$ cat src/rtl/win_banner_pkg.sv
// Shared types and constants for the win-banner overlay path.
package win_banner_pkg;

    // Screen geometry of the 640x480 VGA raster.
    localparam int unsigned SCREEN_W = 640;
    localparam int unsigned SCREEN_H = 480;
    localparam int unsigned COORD_W  = $clog2((SCREEN_W > SCREEN_H) ? SCREEN_W : SCREEN_H);

    // Pixel colour width and the transparent chroma-key colour.
    localparam int unsigned RGB_W     = 24;
    localparam logic [RGB_W-1:0] KEY_COLOR = 24'hFF0000;

    // Banner display sequencing.
    typedef enum logic [1:0] {
        IDLE  = 2'd0,
        BLINK = 2'd1,
        HOLD  = 2'd2,
        DONE  = 2'd3
    } banner_state_t;

endpackage

$ cat src/rtl/banner_addr_map.sv
// Combinational screen-to-ROM address mapping for a scaled, offset banner image.
module banner_addr_map
    import win_banner_pkg::*;
#(
    parameter int unsigned IMG_W       = 256,
    parameter int unsigned IMG_H       = 192,
    parameter int unsigned SCALE_SHIFT = 1,
    parameter int unsigned X0          = 64,
    parameter int unsigned Y0          = 48,
    parameter int unsigned ADDR_W      = 19
) (
    input  logic [COORD_W-1:0] draw_x,
    input  logic [COORD_W-1:0] draw_y,
    output logic               in_box_c,
    output logic [ADDR_W-1:0]  addr_c
);

    localparam int unsigned OFF_W  = COORD_W + 1;
    localparam int unsigned SPAN_X = IMG_W << SCALE_SHIFT;
    localparam int unsigned SPAN_Y = IMG_H << SCALE_SHIFT;

    logic [OFF_W-1:0] dx;
    logic [OFF_W-1:0] dy;
    logic [OFF_W-1:0] rx;
    logic [OFF_W-1:0] ry;

    // Offsets one bit wider than the coordinate: a pixel left of/above the box wraps
    // to >= 2**COORD_W, which is always beyond the span, so the single unsigned
    // compare rejects it.
    always_comb begin
        dx       = {1'b0, draw_x} - OFF_W'(X0);
        dy       = {1'b0, draw_y} - OFF_W'(Y0);
        rx       = dx >> SCALE_SHIFT;
        ry       = dy >> SCALE_SHIFT;
        in_box_c = (dx < OFF_W'(SPAN_X)) && (dy < OFF_W'(SPAN_Y));
        addr_c   = ADDR_W'(ry) * ADDR_W'(IMG_W) + ADDR_W'(rx);
    end

endmodule

$ cat src/rtl/win_banner_renderer.sv
// Win-banner ROM address generator, chroma-key compositor and blink/hold sequencer.
module win_banner_renderer
    import win_banner_pkg::*;
#(
    parameter int unsigned IMG_W         = 256,
    parameter int unsigned IMG_H         = 192,
    parameter int unsigned SCALE_SHIFT   = 1,
    parameter int unsigned X0            = 64,
    parameter int unsigned Y0            = 48,
    parameter int unsigned ADDR_W        = 19,
    parameter int unsigned BLINK_FRAMES  = 15,
    parameter int unsigned BLINK_TOGGLES = 6,
    parameter int unsigned HOLD_FRAMES   = 180
) (
    input  logic               Clk,
    input  logic               Reset,
    input  logic               frame_start,
    input  logic               show_req,
    input  logic               clear,
    input  logic [COORD_W-1:0] DrawX,
    input  logic [COORD_W-1:0] DrawY,
    input  logic [RGB_W-1:0]   bg_rgb,
    output logic [ADDR_W-1:0]  rom_addr,
    input  logic [RGB_W-1:0]   rom_data,
    output logic [RGB_W-1:0]   rgb_out,
    output logic               overlay_active,
    output logic               done
);

    localparam int unsigned CNT_MAX = (HOLD_FRAMES > BLINK_FRAMES) ? HOLD_FRAMES : BLINK_FRAMES;
    localparam int unsigned CNT_W   = $clog2(CNT_MAX);
    localparam int unsigned TOG_W   = $clog2(BLINK_TOGGLES + 1);

    banner_state_t      state;
    banner_state_t      state_next;
    logic [CNT_W-1:0]   frame_cnt;
    logic [CNT_W-1:0]   frame_cnt_next;
    logic [TOG_W-1:0]   tog_cnt;
    logic [TOG_W-1:0]   tog_cnt_next;
    logic               visible;
    logic               visible_next;

    logic               blink_wrap;
    logic               last_toggle;
    logic               hold_wrap;

    logic               in_box_c;
    logic [ADDR_W-1:0]  addr_c;

    logic               in_box_d1;
    logic               in_box_d2;
    logic               vis_d1;
    logic               vis_d2;
    logic [RGB_W-1:0]   bg_d1;
    logic [RGB_W-1:0]   bg_d2;

    banner_addr_map #(
        .IMG_W       (IMG_W),
        .IMG_H       (IMG_H),
        .SCALE_SHIFT (SCALE_SHIFT),
        .X0          (X0),
        .Y0          (Y0),
        .ADDR_W      (ADDR_W)
    ) u_addr_map (
        .draw_x   (DrawX),
        .draw_y   (DrawY),
        .in_box_c (in_box_c),
        .addr_c   (addr_c)
    );

    assign blink_wrap  = (frame_cnt == CNT_W'(BLINK_FRAMES - 1));
    assign last_toggle = (tog_cnt == TOG_W'(BLINK_TOGGLES - 1));
    assign hold_wrap   = (frame_cnt == CNT_W'(HOLD_FRAMES - 1));

    // FSM state, counters and status outputs.
    always_ff @(posedge Clk or posedge Reset) begin
        if (Reset) begin
            state          <= IDLE;
            frame_cnt      <= '0;
            tog_cnt        <= '0;
            visible        <= 1'b0;
            overlay_active <= 1'b0;
            done           <= 1'b0;
        end else begin
            state          <= state_next;
            frame_cnt      <= frame_cnt_next;
            tog_cnt        <= tog_cnt_next;
            visible        <= visible_next;
            overlay_active <= (state_next != IDLE);
            done           <= (state_next == DONE);
        end
    end

    // Next state: clear always wins, otherwise frame-synchronous progression.
    always_comb begin
        state_next = state;
        if (clear) begin
            state_next = IDLE;
        end else begin
            case (state)
                IDLE:    if (show_req) state_next = BLINK;
                BLINK:   if (frame_start && blink_wrap && last_toggle) state_next = HOLD;
                HOLD:    if (frame_start && hold_wrap) state_next = DONE;
                DONE:    state_next = DONE;
                default: state_next = IDLE;
            endcase
        end
    end

    // Counter and visibility updates; visibility only moves on frame_start except at entry.
    always_comb begin
        frame_cnt_next = frame_cnt;
        tog_cnt_next   = tog_cnt;
        visible_next   = visible;
        if (clear) begin
            frame_cnt_next = '0;
            tog_cnt_next   = '0;
            visible_next   = 1'b0;
        end else begin
            case (state)
                IDLE: begin
                    visible_next = 1'b0;
                    if (show_req) begin
                        frame_cnt_next = '0;
                        tog_cnt_next   = '0;
                        visible_next   = 1'b1;
                    end
                end
                BLINK: begin
                    if (frame_start) begin
                        if (blink_wrap) begin
                            frame_cnt_next = '0;
                            if (last_toggle) begin
                                tog_cnt_next = '0;
                                visible_next = 1'b1;
                            end else begin
                                tog_cnt_next = tog_cnt + TOG_W'(1);
                                visible_next = ~visible;
                            end
                        end else begin
                            frame_cnt_next = frame_cnt + CNT_W'(1);
                        end
                    end
                end
                HOLD: begin
                    visible_next = 1'b1;
                    if (frame_start) begin
                        frame_cnt_next = hold_wrap ? '0 : frame_cnt + CNT_W'(1);
                    end
                end
                DONE: begin
                    visible_next = 1'b1;
                end
                default: begin
                    visible_next = 1'b0;
                end
            endcase
        end
    end

    // Three-stage pixel pipe: address issue, ROM wait, chroma-key composite.
    always_ff @(posedge Clk or posedge Reset) begin
        if (Reset) begin
            rom_addr  <= '0;
            in_box_d1 <= 1'b0;
            in_box_d2 <= 1'b0;
            vis_d1    <= 1'b0;
            vis_d2    <= 1'b0;
            bg_d1     <= '0;
            bg_d2     <= '0;
            rgb_out   <= '0;
        end else begin
            rom_addr  <= in_box_c ? addr_c : '0;
            in_box_d1 <= in_box_c;
            vis_d1    <= visible;
            bg_d1     <= bg_rgb;
            in_box_d2 <= in_box_d1;
            vis_d2    <= vis_d1;
            bg_d2     <= bg_d1;
            rgb_out   <= (in_box_d2 && vis_d2 && (rom_data != KEY_COLOR)) ? rom_data : bg_d2;
        end
    end

endmodule
$ cat config.mk
export PLATFORM = sky130hd
export DESIGN_NAME = win_banner_renderer
export DESIGN_NICKNAME = d
export VERILOG_FILES = /design/src/rtl/win_banner_pkg.sv /design/src/rtl/banner_addr_map.sv /design/src/rtl/win_banner_renderer.sv
export SDC_FILE = /design/constraint.sdc
export NUM_CORES = 1
export LEC_CHECK = 0
export BUFFER_PORTS_ARGS = -buffer_cell sky130_fd_sc_hd__buf_2
export CAP_MARGIN = 10
export CORE_MARGIN = 3
export CORE_UTILIZATION = 52
export DETAILED_ROUTE_END_ITERATION = 10
export HOLD_SLACK_MARGIN = 0.02
export PLACE_DENSITY = 0.89
export SYNTH_ARGS = -nofsm -noshare
export SYNTH_HDL_FRONTEND = slang
export SYNTH_HIERARCHICAL = 1
export SYNTH_SLANG_ARGS = --single-unit
$ cat constraint.sdc
create_clock -name Clk -period 4.3 [get_ports Clk]
set_input_delay 0.215 -clock Clk [delete_from_list [all_inputs] [get_ports Clk]]
set_output_delay 0.215 -clock Clk [all_outputs]
set_load 0.1 [all_outputs]
==> metrics.md, run 1 <==
| Metric | Value |
|---|---|
| Clk Latency, worst-skew pair | `360 ps` |
| Mapped cell area | `0.00449 mm²` |
| Global Route Usage Sum | `20.1%` |
| VDD IR max | `0.204 mV` |
| Inst Count DP | `543` |
| RSZ-0062 raised after global routing | `no` |
| Tmin final | `2290 ps` |
| Period Utilization, post-route | `53.1%` |
| Maximum clock path buffer count | `2` |
| Cts bufs inserted | `9` |
| Yosys top cell area share | `61.9%` |
| Overflow after GRT | `0` |
| Area taken by multi-input logic gates | `0.00154 mm²` |
| CP Depth | `6` |
| # H-tree levels | `3` |
| Final Hold Violating Endpoints | `0` |
| Vias | `3,092` |
| Fmax | `0.438 GHz` |
| Site Rows | `33` |
| Reg area | `0.00278 mm²` |
| CP required | `4580 ps` |
| Worst setup margin | `2010 ps` |
| Count of different cell masters after synthesis | `57` |
| Outcome | `finished, final reports clean` |
| Port buffer count | `115` |
| Reg clk slew, reported paths | `120 ps` |
| Pwr per Cell Area | `438 mW/mm²` |
| Crit start category | `flip-flop` |
| Min Hold Slack | `4.51 ps` |
| First-pass GRT wire length | `15.7 mm` |
| Total Negative Setup Slacks | `0 ps` |
| Mapped Cells | `337` |
| Initial antenna violation count | `0` |
| Slowest Stage Delay on Critical Path | `540 ps` |
| Share of layout cells above drive strength 1 | `35.1%` |
| Via/cell ratio | `5.30` |
| Final Setup Violations | `0` |
| Synth warn | `6` |
| Syn_nets | `422` |
| Min-Delay Path Class | `in -> async` |
| Chip height | `98.9 µm` |
| Setup CP Type | `reg -> reg` |
| Initial Util | `54.1%` |
| Die W | `98.9 µm` |
| Crit-path max FO | `10` |
| Buffers & Inverters on Critical Path | `1` |
| Cell breakdown of the critical path | `inv_1, ha_1, nand3b_1, a21oi_1, o21ai_0, o211ai_1` |
| Clock sink count | `111` |
| Die area | `0.00978 mm²` |
| Synth area leaders | `dfrtp_1, mux2_4, ha_1` |
| Worst Tran Pin Value | `1030 ps` |
| FF+latch count, synth | `111` |
| Clock root cell | `clkbuf_8` |
| DP Worst Slack | `1660 ps` |
| Final net count | `558` |
| Post-synth top area cell | `dfrtp_1` |
| Post-synth EDFFs | `0` |
| Detailed Route WL | `9.54 mm` |
| CTS tree | `built` |
| Crit end category | `flip-flop` |
| Crit-path leading delay family | `compound AO/OA/AOI/OAI gates` |
| Setup Skew | `15.4 ps` |
| P&R area growth vs syn | `23.8%` |
| Setup Fix Bufs, Post-CTS | `0` |
| CTS resizes | `0` |
| Critical path arrival | `2570 ps` |
| Leakage power | `2.69 nW` |
| Reg-to-reg slack, setup | `2010 ps` |
| Wire per inst | `16.4 µm` |
| Slew Limit Headroom | `31.1%` |
| Crit-path slowest cell | `a21oi_1` |
| IO Count | `118` |
| Number of global-route vias before repair | `3,194` |
| Max cap viols | `0` |
| Gpl congestion | `0.894` |
| Synthesized area per cell | `13.3 µm²` |
| Filler instances | `586` |
| Starting DRC count in detailed routing | `147` |
| Final ANT Viol Nets | `0` |
| Fin. max-slew vios | `0` |
| Seq/Total Area, Yosys | `61.9%` |
| Async set-reset flop share out of synthesis | `100%` |
| Detailed Place HPWL | `6.39 mm` |
| Worst-case reg-to-reg path depth | `6` |
| Finished Layout Cells | `583` |
| Ys flop type | `dfrtp_1` |
| ANT cells | `0` |
| Residual DRC | `0` |
| Core area | `0.00830 mm²` |
| Largest net degree at the start of global routing | `69` |
| Drt pass-1 iters | `4` |
## worst paths after layout
| path | startpoint | end |
|---|---|---|
| setup / recovery | state[1]$_DFF_PP0_ | frame_cnt[7]$_DFFE_PP0P_ |
| hold / removal | Reset | bg_d1[15]$_DFF_PP0_ |
| setup reg to reg | state[1]$_DFF_PP0_ | frame_cnt[7]$_DFFE_PP0P_ |
| hold reg to reg | bg_d1[19]$_DFF_PP0_ | bg_d2[19]$_DFF_PP0_ |
| max in group asynchronous | Reset | tog_cnt[1]$_DFFE_PP0P_ |
| min in group Clk | DrawX[3] | rom_addr[2]$_DFF_PP0_ |
## Yosys cell counts (2+ instances only)
cell / instances
or3_1: 5
and3_1: 2
nand4b_1: 2
or4_1: 3
o2111ai_1: 2
clkbuf_1: 7
buf_4: 5
mux2i_1: 2
xnor2_1: 6
mux2_2: 4
ha_1: 11
nand3_1: 7
nor4_2: 2
o21bai_1: 2
nand2_1: 15
nor3_1: 3
dfrtp_1: 111
mux2_4: 20
nand3b_1: 3
nand4_1: 2
nor2_1: 6
or2_2: 3
a21oi_1: 7
xor2_1: 5
a31oi_1: 4
nor4_1: 4
o211ai_1: 6
inv_1: 21
and2_1: 19
nand2b_1: 6
o21ai_0: 10
buf_6: 3
o221ai_1: 5
## power by group
part | switching [mW] | internal (mW)
Combinational | 0.485 | 0.189
Sequential | 0.0377 | 1.12
Clock | 0.373 | 0.228
Total | 0.896 | 1.54
## cell type report
type | instances | share of cell area, %
multi-input cells | 189 | 27.8
inverters | 21 | 1.46
clock inverters | 6 | 1.13
clock buffers | 10 | 2.30
well taps | 105 | 2.36
flip-flops and latches | 111 | 50.0
repair buffers | 141 | 15.0
## registers in the layout, indices dropped and copies added (netlist names), 2 cells and up
| signal | cells |
|---|---|
| bg_d1 | 24 |
| bg_d2 | 24 |
| frame_cnt | 8 |
| rgb_out | 24 |
| rom_addr | 19 |
| state | 2 |
| tog_cnt | 3 |
## cells by family (layout without fill, tap and decap cells)
logic type | after synthesis | count (layout) | share of synthesized area [%]
flops | 111 | 111 | 61.9
simple gates | 89 | 89 | 11.9
compound gates | 51 | 51 | 8.39
buf+inv | 37 | 178 | 4.04
mux | 26 | 26 | 8.14
fa+ha+maj | 12 | 12 | 3.51
xor+xnor | 11 | 11 | 2.15
## metal layers
metal / track usage [%] / wire [µm]
met5: 0 / 0
met4: 6.72 / 182
met3: 4.88 / 562
met2: 34.6 / 4950
met1: 25.0 / 3840
## worst register-to-register path, cell delays in order (launching register included)
cell      delay, ps
dfrtp_1         440
inv_1           120
ha_1            350
nand3b_1        120
a21oi_1         540
o21ai_0         370
o211ai_1        270
## cell usage in the layout (no fill, tap or decap), types with 3 or more instances in the layout
cell | synthesis | final
inv_1 | 21 | 20
nor3_1 | 3 | 3
and2_1 | 19 | 19
o21ai_0 | 10 | 10
a21oi_1 | 7 | 7
nand2b_1 | 6 | 6
dfrtp_1 | 111 | 111
nand3_1 | 7 | 7
mux2_4 | 20 | 20
buf_2 | 1 | 115
nor2_1 | 6 | 6
nor4_2 | 2 | 3
a31oi_1 | 4 | 4
inv_6 | 0 | 3
ha_1 | 11 | 11
nand2_1 | 15 | 15
o211ai_1 | 6 | 6
xnor2_1 | 6 | 6
or3_1 | 5 | 5
xor2_1 | 5 | 5
clkbuf_8 | 0 | 9
or4_1 | 3 | 3
o221ai_1 | 5 | 5
nand3b_1 | 3 | 3
mux2_2 | 4 | 4
nor4_1 | 4 | 3
or2_2 | 3 | 3
dlygate4sd3_1 | 0 | 24
## repair_timing
item,4_1_cts,5_1_grt
endpoints found under the setup margin,0,0
endpoints found under the hold margin,24,0
hold buffers,24,0
## through the flow
step | power [mW] | utilization, % | instance area, µm²
finish | 2.44 | 66.9 | 5560
floorplan | 1.68 | - | 4490
global placement | 1.80 | 61.8 | 5120
CTS | 2.44 | 66.9 | 5560
global route | 2.54 | 66.9 | 5560
detailed placement | 1.82 | 61.8 | 5120
(Power assumes the default switching activity.)
==> run 2, diff against run 1 <==
Settings changed: CORE_UTILIZATION 52 to 47, PLACE_DENSITY 0.89 to 0.85.
Clock period 4.3 ns to 1.9 ns, I/O delays scaled along.
==> run 2 against run 1 <==
Compared with the run above:
- non-clock buffer count rose by 66
- combinational power grew to 2.7 times the previous value
- die area is 10% higher
- total power grew 140%
- utilization rose by 1.1 points
- critical path depth fell by 1
- maximum frequency rose by 24%
- count of clock-buffer cells in the layout shrank 1
- clock skew shrank 2.6 ps
- worst hold slack gained 64 ps
- clock power increased by 130%
- wire length is 9.2% higher
- critical path type unchanged
- critical endpoint is now tog_cnt[1]$_DFFE_PP0P_
- largest cell class unchanged
==> metrics.md, run 2 (synthesized netlist as in run 1, its figures left out) <==
| Metric | Value |
|---|---|
| Post-layout util | `68.0% (+1.1 points)` |
| Chip height | `104 µm (+4.9%)` |
| VDD IR max | `0.744 mV (+260%)` |
| ANT cells | `0 (unchanged)` |
| # H-tree levels | `3 (unchanged)` |
| Max cap viols | `0 (unchanged)` |
| First-pass GRT wire length | `17.4 mm (+11%)` |
| Reg clk slew, reported paths | `120 ps (about the same)` |
| Starting DRC count in detailed routing | `173 (+18%)` |
| Cell breakdown of the critical path | `nor4_2, buf_4, nand3_1, or4_4, o21ai_1` |
| Total Negative Setup Slacks | `0 ps (unchanged)` |
| P&R area growth vs syn | `40.1%` |
| Largest net degree at the start of global routing | `112 (+62%)` |
| Crit. Startpoint | `frame_cnt[5]$_DFFE_PP0P_` |
| Period Utilization, post-route | `97.1% (+44 points)` |
| Share of layout cells above drive strength 1 | `40.6% (+5.5 points)` |
| Crit-path max FO | `8 (-2)` |
| Global Route Usage Sum | `19.7% (-0.41 points)` |
| Core area | `0.00924 mm² (+11%)` |
| Setup CP Type | `reg -> reg` |
| Gpl congestion | `0.834 (-6.7%)` |
| Die W | `104 µm (+4.9%)` |
| Crit-path slowest cell | `dfrtp_1` |
| Cts bufs inserted | `9 (unchanged)` |
| Switching Fraction | `36.2% (-0.61 points)` |
| Post-Layout Inst Area | `0.00629 mm² (+13%)` |
| Critical path arrival | `2140 ps (-430 ps)` |
| Clock sink count | `111 (unchanged)` |
| Leakage power | `3.02 nW (+12%)` |
| Slowest Stage Delay on Critical Path | `490 ps (-50 ps)` |
| Design Power | `5.82 mW (+140%)` |
| Crit end category | `flip-flop` |
| CP required | `2200 ps (-2380 ps)` |
| Final Setup Violations | `0 (unchanged)` |
| Most common cell after layout, fill and taps aside | `buf_2` |
| Fmax | `0.542 GHz (+24%)` |
| Site Rows | `35 (+6.1%)` |
| Final Hold Violating Endpoints | `0 (unchanged)` |
| P_sw | `2.11 mW (+140%)` |
| Initial antenna violation count | `0 (unchanged)` |
| Worst R2R Start | `frame_cnt[5]$_DFFE_PP0P_` |
| Worst Tran Pin Value | `610 ps (-424 ps)` |
| Tmin final | `1850 ps (-440 ps)` |
| Crit-path leading delay family | `simple AND/OR/NAND/NOR gates` |
| Largest registers | `bg_d1 x24, bg_d2 x24, rgb_out x24` |
| Initial Util | `48.6% (-5.5 points)` |
| Die area | `0.0108 mm² (+10%)` |
| IO Count | `118 (unchanged)` |
| Pwr per Cell Area | `926 mW/mm² (+110%)` |
| Min-Delay Path Class | `in -> reg` |
| Vias | `3,433 (+11%)` |
| Port buffer count | `115 (unchanged)` |
| Via/cell ratio | `5.10 (-3.8%)` |
| CTS tree | `built` |
| Wire per inst | `15.5 µm (-5.4%)` |
| Residual DRC | `0 (unchanged)` |
| Sequential Power Share | `44.8% (-2.8 points)` |
| Drt pass-1 iters | `4 (unchanged)` |
| Final ANT Viol Nets | `0 (unchanged)` |
| Slew Limit Headroom | `59.0% (+28 points)` |
| Filler instances | `634 (+8.2%)` |
| Dpl cell area | `0.00546 mm² (+6.6%)` |
| Fin. max-slew vios | `0 (unchanged)` |
| Clock root cell | `clkbuf_8` |
| Detailed Place HPWL | `6.77 mm (+6.0%)` |
| Buffers & Inverters on Critical Path | `1 (unchanged)` |
| Setup Skew | `12.8 ps (-2.58 ps)` |
| Hold Startpoint | `DrawY[1]` |
| Crit start category | `flip-flop` |
| Detailed Route WL | `10.4 mm (+9.2%)` |
| Clk Latency, worst-skew pair | `360 ps (about the same)` |
| Overflow after GRT | `0 (unchanged)` |
| Comb power frac | `31.6% (+3.9 points)` |
| Clk pwr share | `23.6% (-1.1 points)` |
| Final net count | `624 (+12%)` |
| Number of global-route vias before repair | `3,636 (+14%)` |
| Most frequent cells in the layout | `buf_2, dfrtp_1, dlygate4sd3_1, buf_4, mux2_4` |
| Internal power | `3.71 mW (+140%)` |
| Maximum clock path buffer count | `2 (unchanged)` |
| Outcome | `finished, final reports clean` |
## run 2: what timing repair did
item	in CTS	in global routing
resized for setup	0	16
setup endpoints to repair	0	15
hold buffers	55	0
endpoints found under the hold margin	165	0
buffers inserted	0	1
## run 2: final timing paths
kind                                           to  cells past startpoint  slack (ps)
min reg2reg                    bg_d2[4]$_DFF_PP0_                      0         350
max                        tog_cnt[1]$_DFFE_PP0P_                      5          50
max in group asynchronous        vis_d1$_DFF_PP0_                      4        1040
min in group asynchronous     bg_d1[15]$_DFF_PP0_                      4         440
min                         rom_addr[8]$_DFF_PP0_                      3          70
max reg2reg                tog_cnt[1]$_DFFE_PP0P_                      5          50
## run 2: through the flow
| step | std cells | hold WS, ps | setup slack [ps] |
|---|---|---|---|
| floorplan | 337 | 126 | -79.3 |
| global placement | 600 | 204 | -270 |
| detailed placement | 601 | 204 | -302 |
| CTS | 672 | 48.7 | 19.0 |
| global route | 673 | 48.9 | -31.8 |
| finish | 673 | 68.5 | 54.7 |
## run 2: cell type report
type                       count  area, µm²  share of cell area [%]
multi-input combinational    189       1630                    25.9
timing repair buffer         207       1430                    22.8
clock inverter                 7       81.3                    1.29
sequential                   111       2780                    44.2
tap                          129        161                    2.57
clock buffer                   9        124                    1.97
inverter                      21       82.6                    1.31
## run 2: power groups by stage
| stage | Sequential (mW) | Clock (mW) | Combinational, mW |
|---|---|---|---|
| 2_1_floorplan | 3.21 | 0 | 0.597 |
| 3_3_place_gp | 2.65 | 0 | 1.58 |
| 3_5_place_dp | 2.65 | 0 | 1.63 |
| 4_1_cts | 2.61 | 1.42 | 1.73 |
| 5_1_grt | 2.63 | 1.52 | 1.98 |
| 6_report | 2.61 | 1.37 | 1.84 |
## run 2: routing by layer
layer | up-vias | part of all wire (%) | GRT usage, %
met4 | 0 | 2.5 | 6.74
met2 | 140 | 55 | 36.9
met1 | 1690 | 37 | 22.5
met5 | - | 0 | 0
li1 | 1571 | - | -
met3 | 32 | 5.5 | 3.80
## run 2: tightest hold or removal path, stage by stage
cell    delay [ps]
buf_2           80
ha_2           120
and2_1         110
